## src/rtl/mips_dmem_responder.sv

```systemverilog
// Data-memory responder for the core load/store port: valid/ready request,
// fixed access latency, commit on entry to RESP, response held until accepted.
module mips_dmem_responder #(
    parameter int ADDR_W  = 6,
    parameter int DATA_W  = 32,
    parameter int DEPTH   = 32,
    parameter int LATENCY = 2
) (
    input  logic              clk,
    input  logic              reset,
    input  logic              req_valid,
    output logic              req_ready,
    input  logic              req_we,
    input  logic [ADDR_W-1:0] req_addr,
    input  logic [DATA_W-1:0] req_wdata,
    output logic              rsp_valid,
    input  logic              rsp_ready,
    output logic [DATA_W-1:0] rsp_rdata,
    output logic              rsp_err
);

    localparam int IDX_W = (DEPTH > 1) ? $clog2(DEPTH) : 1;
    localparam logic [ADDR_W:0] DEPTH_L  = (ADDR_W + 1)'(DEPTH);
    localparam logic [3:0]      CNT_INIT = 4'(LATENCY - 2);

    typedef enum logic [1:0] {IDLE, WAIT, RESP} state_t;

    state_t              state_q;
    logic [3:0]          cnt_q;
    logic                we_q;
    logic [ADDR_W-1:0]   addr_q;
    logic [DATA_W-1:0]   wdata_q;
    logic                req_ready_q;
    logic                rsp_valid_q;
    logic                rsp_err_q;
    logic [DATA_W-1:0]   rsp_rdata_q;
    logic [DATA_W-1:0]   mem_q [DEPTH];

    logic                accept;
    logic                go_resp;
    logic                acc_we;
    logic [ADDR_W-1:0]   acc_addr;
    logic [DATA_W-1:0]   acc_wdata;
    logic                acc_oob;
    logic [IDX_W-1:0]    acc_idx;

    // With LATENCY==1 the access commits on the accept edge, so the live
    // request fields are used instead of the not-yet-latched copies.
    always_comb begin
        accept = (state_q == IDLE) && req_valid && req_ready_q;
        if (state_q == IDLE) begin
            acc_we    = req_we;
            acc_addr  = req_addr;
            acc_wdata = req_wdata;
        end else begin
            acc_we    = we_q;
            acc_addr  = addr_q;
            acc_wdata = wdata_q;
        end
        go_resp = (accept && (LATENCY == 1)) || ((state_q == WAIT) && (cnt_q == 4'd0));
        acc_oob = ({1'b0, acc_addr} >= DEPTH_L);
        acc_idx = acc_addr[IDX_W-1:0];
    end

    always_ff @(posedge clk or posedge reset) begin
        if (reset) begin
            state_q     <= IDLE;
            cnt_q       <= '0;
            we_q        <= 1'b0;
            addr_q      <= '0;
            wdata_q     <= '0;
            req_ready_q <= 1'b1;
            rsp_valid_q <= 1'b0;
            rsp_err_q   <= 1'b0;
            rsp_rdata_q <= '0;
            mem_q       <= '{default: '0};
        end else begin
            case (state_q)
                IDLE: begin
                    if (accept) begin
                        we_q        <= req_we;
                        addr_q      <= req_addr;
                        wdata_q     <= req_wdata;
                        req_ready_q <= 1'b0;
                        if (LATENCY == 1) begin
                            state_q <= RESP;
                        end else begin
                            cnt_q   <= CNT_INIT;
                            state_q <= WAIT;
                        end
                    end
                end
                WAIT: begin
                    if (cnt_q == 4'd0) begin
                        state_q <= RESP;
                    end else begin
                        cnt_q <= cnt_q - 4'd1;
                    end
                end
                RESP: begin
                    if (rsp_ready) begin
                        state_q     <= IDLE;
                        req_ready_q <= 1'b1;
                        rsp_valid_q <= 1'b0;
                        rsp_err_q   <= 1'b0;
                        rsp_rdata_q <= '0;
                    end
                end
                default: begin
                    state_q     <= IDLE;
                    req_ready_q <= 1'b1;
                end
            endcase

            if (go_resp) begin
                rsp_valid_q <= 1'b1;
                if (acc_oob) begin
                    rsp_err_q   <= 1'b1;
                    rsp_rdata_q <= '0;
                end else if (acc_we) begin
                    mem_q[acc_idx] <= acc_wdata;
                    rsp_err_q      <= 1'b0;
                    rsp_rdata_q    <= '0;
                end else begin
                    rsp_err_q   <= 1'b0;
                    rsp_rdata_q <= mem_q[acc_idx];
                end
            end
        end
    end

    assign req_ready = req_ready_q;
    assign rsp_valid = rsp_valid_q;
    assign rsp_rdata = rsp_rdata_q;
    assign rsp_err   = rsp_err_q;

endmodule

```

## config.mk

```make
export PLATFORM = sky130hd
export DESIGN_NAME = mips_dmem_responder
export DESIGN_NICKNAME = d
export VERILOG_FILES = /design/src/rtl/mips_dmem_responder.sv
export SDC_FILE = /design/constraint.sdc
export NUM_CORES = 2
export LEC_CHECK = 0
export BUFFER_PORTS_ARGS = -buffer_cell sky130_fd_sc_hd__buf_2
export CAP_MARGIN = 20
export CORE_UTILIZATION = 45
export CTS_CLUSTER_DIAMETER = 50
export CTS_CLUSTER_SIZE = 16
export DETAILED_ROUTE_END_ITERATION = 8
export PLACE_DENSITY = 0.56
export SLEW_MARGIN = 20
export SYNTH_ARGS = -nofsm -noshare
export SYNTH_HDL_FRONTEND = slang
export SYNTH_SLANG_ARGS = --single-unit
export TNS_END_PERCENT = 50
```

## constraint.sdc

```tcl
create_clock -name clk -period 51.1 [get_ports clk]
set_input_delay 15.33 -clock clk [delete_from_list [all_inputs] [get_ports clk]]
set_output_delay 15.33 -clock clk [all_outputs]
set_load 0.1 [all_outputs]
```

# ---- Word-level counts from Yosys, hierarchy flattened
# Index checks and enable logic that the tools add are counted.
dict set report totals {
  wordCells 98
  in_bits 43
  register_bits 1104
  out_inout_bits 35
}
dict set report op_classes {
  add_sub_neg 1
  n_eq_ne 6
  n_bitwise 3
  reduce_logical 15
  order_cmp 3
  muxes 29
}
# op n
set ops {}
lappend ops {{1024-bit bitwise mux} 1}
lappend ops {{32-bit 2-to-1 mux} 9}
lappend ops {{32-bit binary-select mux with 5-bit select} 1}
lappend ops {{32-bit demux with 5-bit select} 1}
lappend ops {{6-bit >= comparator, second input constant} 2}
lappend ops {{3-bit AND reduction} 4}
lappend ops {{1-bit 2-to-1 mux} 8}
lappend ops {{4-bit 2-to-1 mux} 2}
lappend ops {{4-bit one-hot mux with 2 select lines} 1}
lappend ops {{6-bit by 1-bit < comparator with 1-bit output, second input constant} 1}
lappend ops {{2-bit 2-to-1 mux} 3}
lappend ops {{6-bit 2-to-1 mux} 1}
lappend ops {{2-bit inequality test, second input constant} 3}
lappend ops {{5-bit inverter with 6-bit output} 1}
lappend ops {{2-bit one-hot mux with 3 select lines} 1}
lappend ops {{2-bit nonzero test} 3}
lappend ops {{1-bit logical AND} 4}
lappend ops {{4-bit zero test} 1}
lappend ops {{2-bit AND reduction} 2}
lappend ops {{4-bit by 1-bit subtractor with 4-bit output, second input constant} 1}
lappend ops {{1-bit one-hot mux with 3 select lines} 1}
lappend ops {{2-bit by 1-bit == test with 1-bit output, second input constant} 1}
lappend ops {{2-bit == test, second input constant} 1}
lappend ops {{2-bit zero test} 1}
lappend ops {{other kinds (2)} 3}

# ---- Longest topological paths before layout
dict set report logic_depth {
  word_depth 9
  ltp_mapped 12
  mapped_depth_nobuf 8
}

# ---- Worst setup path before layout
# OpenSTA, ideal clock, no wires.
dict set report synth_timing {
  kind {input to register}
  from {in req_addr[1]}
  to {reg mem_q[343] (netlist bit)}
  path_slack_ns 33.954
  t_arrival_ns 17.006
  cell_stages 7
  n_path_buf 2
  required_time_ns 50.961
  path_cell_list {nor4b_1 -> a31oi_4 -> nor2_2 -> and3_1 -> buf_2 -> buf_1 -> a21oi_1}
}
dict set report synth_via {
  elab_chain_cells 7
}
# item line_no
set synth_lines {}
lappend synth_lines {{from (decl)} 14} ;# input logic [ADDR_W-1:0] req_addr,
lappend synth_lines {{6-bit 2-to-1 mux (*)} 51} ;# if (state_q == IDLE) begin
lappend synth_lines {{5-bit inverter with 6-bit output (implied by the code)} 121} ;# mem_q[acc_idx] <= acc_wdata;
lappend synth_lines {{6-bit >= comparator (implied by the code) / 6-bit by 1-bit < comparator with 1-bit output (equally long branches)} 121}
lappend synth_lines {{1-bit logical AND (implied by the code)} 121}
lappend synth_lines {{32-bit 2-to-1 mux (implied by the code)} 121}
lappend synth_lines {{32-bit demux with 5-bit select} 121}
lappend synth_lines {{1024-bit bitwise mux} 121}
lappend synth_lines {{to (signal, indexed assignment)} 121}
lappend synth_lines {{to (decl)} 37} ;# logic [DATA_W-1:0] mem_q [DEPTH];
# Mark *: on every way between the ends. The rest lies on a longest branch, timed or not.
# A chain may end at the register's enable or synchronous reset.

# ---- Worst setup path after layout
dict set report layout_timing {
  from {in req_addr[0]}
  to {reg rsp_rdata_q[17], in the netlist rsp_rdata[17]}
}
dict set report layout_via {
  elab_chain_cells 8
}
# item line_no
set layout_lines {}
lappend layout_lines {{6-bit 2-to-1 mux (*)} 51}
lappend layout_lines {{5-bit inverter with 6-bit output (implied by the code)} 126} ;# rsp_rdata_q <= mem_q[acc_idx];
lappend layout_lines {{32-bit binary-select mux with 5-bit select} 126}
lappend layout_lines {{32-bit 2-to-1 mux (implied by the code) (2 in series)} 126}
lappend layout_lines {{32-bit 2-to-1 mux} 120} ;# end else if (acc_we) begin
lappend layout_lines {{32-bit 2-to-1 mux (*)} 117} ;# if (acc_oob) begin
lappend layout_lines {{32-bit 2-to-1 mux (*)} 115} ;# if (go_resp) begin
lappend layout_lines {{to (signal assigned)} 126}
lappend layout_lines {{to (decl)} 36} ;# logic [DATA_W-1:0] rsp_rdata_q;
# Mark *: on every way between the ends. The rest lies on a longest branch, timed or not. The select of a mux whose other input is x is not followed.

==> run summary <==
Row count: 117
Root Driver: clkbuf_16
Post-synthesis cell count: 4786
Leak Pwr: 23.16 nW
Worst hold path type: reg2reg
Area of the die: 103700 um^2
Fin. Hold Viols: 0
Worst Skew: 28.60 ps
CP Buf/Inv Count: 4
Number of synthesized register bits: 1104
Crit-path max cell delay: 920 ps
Critical-path cell list: buf_2, nor4b_1, a31oi_4, buf_12, buf_4, buf_4, o22ai_1, o21ai_0, nand3_1, o31ai_1
H-tree levels: 4
Slowest-stage cell, CP: buf_4
Core area: 101600 um^2
Initial core utilization: 45.37%
R2R setup slack: 46190 ps
Reg-to-reg startpoint: state_q[1]
Power per cell area: 50.71 nW/um^2
ANT nets after route: 0
CTS Buf Count: 130
Mapped Avg Cell Area: 9.631 um^2
Vias in the first global route: 34400
Grt ovf: 0
Fin Setup TNS: 0 ps
TritonCTS clock tree: yes
Worst Path Max Fanout: 126
Post-Synthesis Cell Area: 46090 um^2
Largest area contributor in the netlist: dfrtp_1
Critical Path Stages: 10
First-pass GRT wire length: 224.9 mm
Post-synth ARST share: 100.0%
Distinct cells, synth: 48
Routed WL: 148.1 mm
Ports: 78
Ys Warns: 0
HP Start: mem_q[467]
Drt wl/cell: 24.27 um
Drt initial violations: 3607
Req. time, crit path: 51750 ps
Final Max Tran Viols: 0
Worst EP arrival: 19180 ps
Post-synth top area share: 59.88%
Die Width: 322.1 um
Max VDD drop: 0.03567 mV
Hold Path Depth: 2
Tcrit/Tclk final: 36.27%
Longest Clk Path Bufs: 3
Vias per cell: 5.810
Max frequency: 53.96 MHz
Largest net degree at the start of global routing: 181
IO buf count: 77
Worst-path clk slew: 60 ps
Post-synthesis sequential area ratio: 59.94%
Detail Placement HPWL: 73.33 mm
Post-CTS Repair Setup Buffers: 0
Status: finished, final reports clean
Worst-Margin Slew: 1156 ps
Crit path launch type: primary input
Most common cell after layout, fill and taps aside: dfrtp_1
Clk_lat worst skew: 750 ps
Routability cong.: 0.7549
Kind of critical path: in2reg
Reg2Reg Depth: 7
Area Growth Syn to Fin: 11.97%
CTS hold repair buffers: 0
Crit. End Element: register
Fin util: 50.80%
Initial antenna violation count: 1
1st-pass router iterations: 5
DR DRC count: 0
EDFF count, synth: 0
Final setup viols: 0
# fillers: 9421
Top delay family on crit path: buffers and inverters
Die height: 322.1 um
Sink Count: 1104
Layout net count: 4672
CP startpoint: req_addr[0]
Vias: 35460
Layout cells sized above 1: 11.64%
Post-CTS sizing: 0
Tmin final: 18530 ps
Area contributors post-synth: dfrtp_1, nand2_1, o21ai_0
Commonest non-fill, non-tap cells in the layout: dfrtp_1, nand2_1, o21ai_0
Most used DFF post-synth: dfrtp_1
Synth Net Count: 4830
Relative slew slack: 22.93%
Total track usage: 29.05%
Unrepaired setup endpoints after global routing: false
CP most frequent cell: buf_4
Max-cap violations: 0
-- worst min-delay path: stages (launching register included) --
cell	delay [ps]
dfrtp_1	340
nand2_1	60
o21ai_2	50
-- path summary, 6_finish.rpt --
kind / to
setup reg to reg: mem_q[869]
hold / removal: mem_q[467]
max in group asynchronous: mem_q[190]
setup / recovery: rsp_rdata[17]
hold reg to reg: mem_q[467]
min in group asynchronous: mem_q[285]
-- per-stage QoR --
| step | cell area [um^2] | total power [mW] | hold WS, ps | instances | worst slack (ps) |
|---|---|---|---|---|---|
| after global routing | 51600 | 2.723 | 494.4 | 6101 | 32490 |
| after detailed placement | 47080 | 1.670 | 462.1 | 5860 | 31980 |
| final | 51610 | 2.617 | 478.2 | 6103 | 32570 |
| after global placement | 47080 | 1.664 | 457.6 | 5860 | 32080 |
| after floorplan | 46090 | 1.456 | 445.0 | 4786 | 4687 |
| after CTS | 51530 | 2.625 | 477.6 | 6097 | 32750 |
-- cell usage after synthesis, types with 3 or more instances --
library cell and n:
dfrtp_1 1103, buf_2 126, buf_6 27, clkbuf_1 279
o21ai_0 798, mux2i_1 33, buf_4 5, mux2i_4 4
inv_1 5, o22ai_1 512, nand2_1 1081, nor2_1 133
nand4_1 32, o21ai_2 66, nand3_2 6, o21ai_1 292
nand3_4 21, buf_1 19, nor3b_4 3, o31ai_1 33
and3_1 7, a21oi_1 130, nand3_1 39
-- routing by layer --
metal  up-vias  wire length (um)  share of wire [%]  global-route usage [%]
met2      1107             64950                 44                   43.07
met5         -                 0                  0                       0
met4         0              3114                2.1                   7.333
met1     17590             70220                 47                   43.99
met3       204              9861                6.7                   4.999
li1      16560                 -                  -                       -
-- power by group --
part           total [mW]  switching, mW  leakage (nW)  internal, mW
registers           0.982         0.0461          15.3         0.936
logic               0.681          0.504          5.67         0.177
clock network       0.954          0.397          2.16         0.557
-- cell type report --
type	count	area, um^2	area share (%)
timing repair buffer	168	1180	2.286
antenna	2	5.005	0.009697
inverter	5	26.28	0.05091
multi-input combinational	3219	16620	32.20
clock inverter	76	837.1	1.622
clock buffer	161	3605	6.985
tap	1368	1712	3.317
sequential	1104	27630	53.53
-- logic make-up after synthesis --
kind of cell             after synthesis  share of synthesized area (%)
adder cells (fa/ha/maj)                1                        0.02714
flip-flops                          1104                          59.94
AND/OR/NAND/NOR                     1341                          12.27
XOR/XNOR                               2                        0.03801
AO/OA/AOI/OAI                       1835                          22.09
multiplexers                          40                         0.9935
buffers and inverters                463                          4.642
-- state kept, by name, indices dropped and copies added, names as in the netlist --
register / cells
state_q: 2
rsp_err: 1
req_ready: 1
wdata_q: 32
we_q: 1
addr_q: 6
cnt_q: 4
rsp_valid: 1
rsp_rdata: 32
mem_q: 1024
No activity file was read; power rests on OpenSTA's default activity.
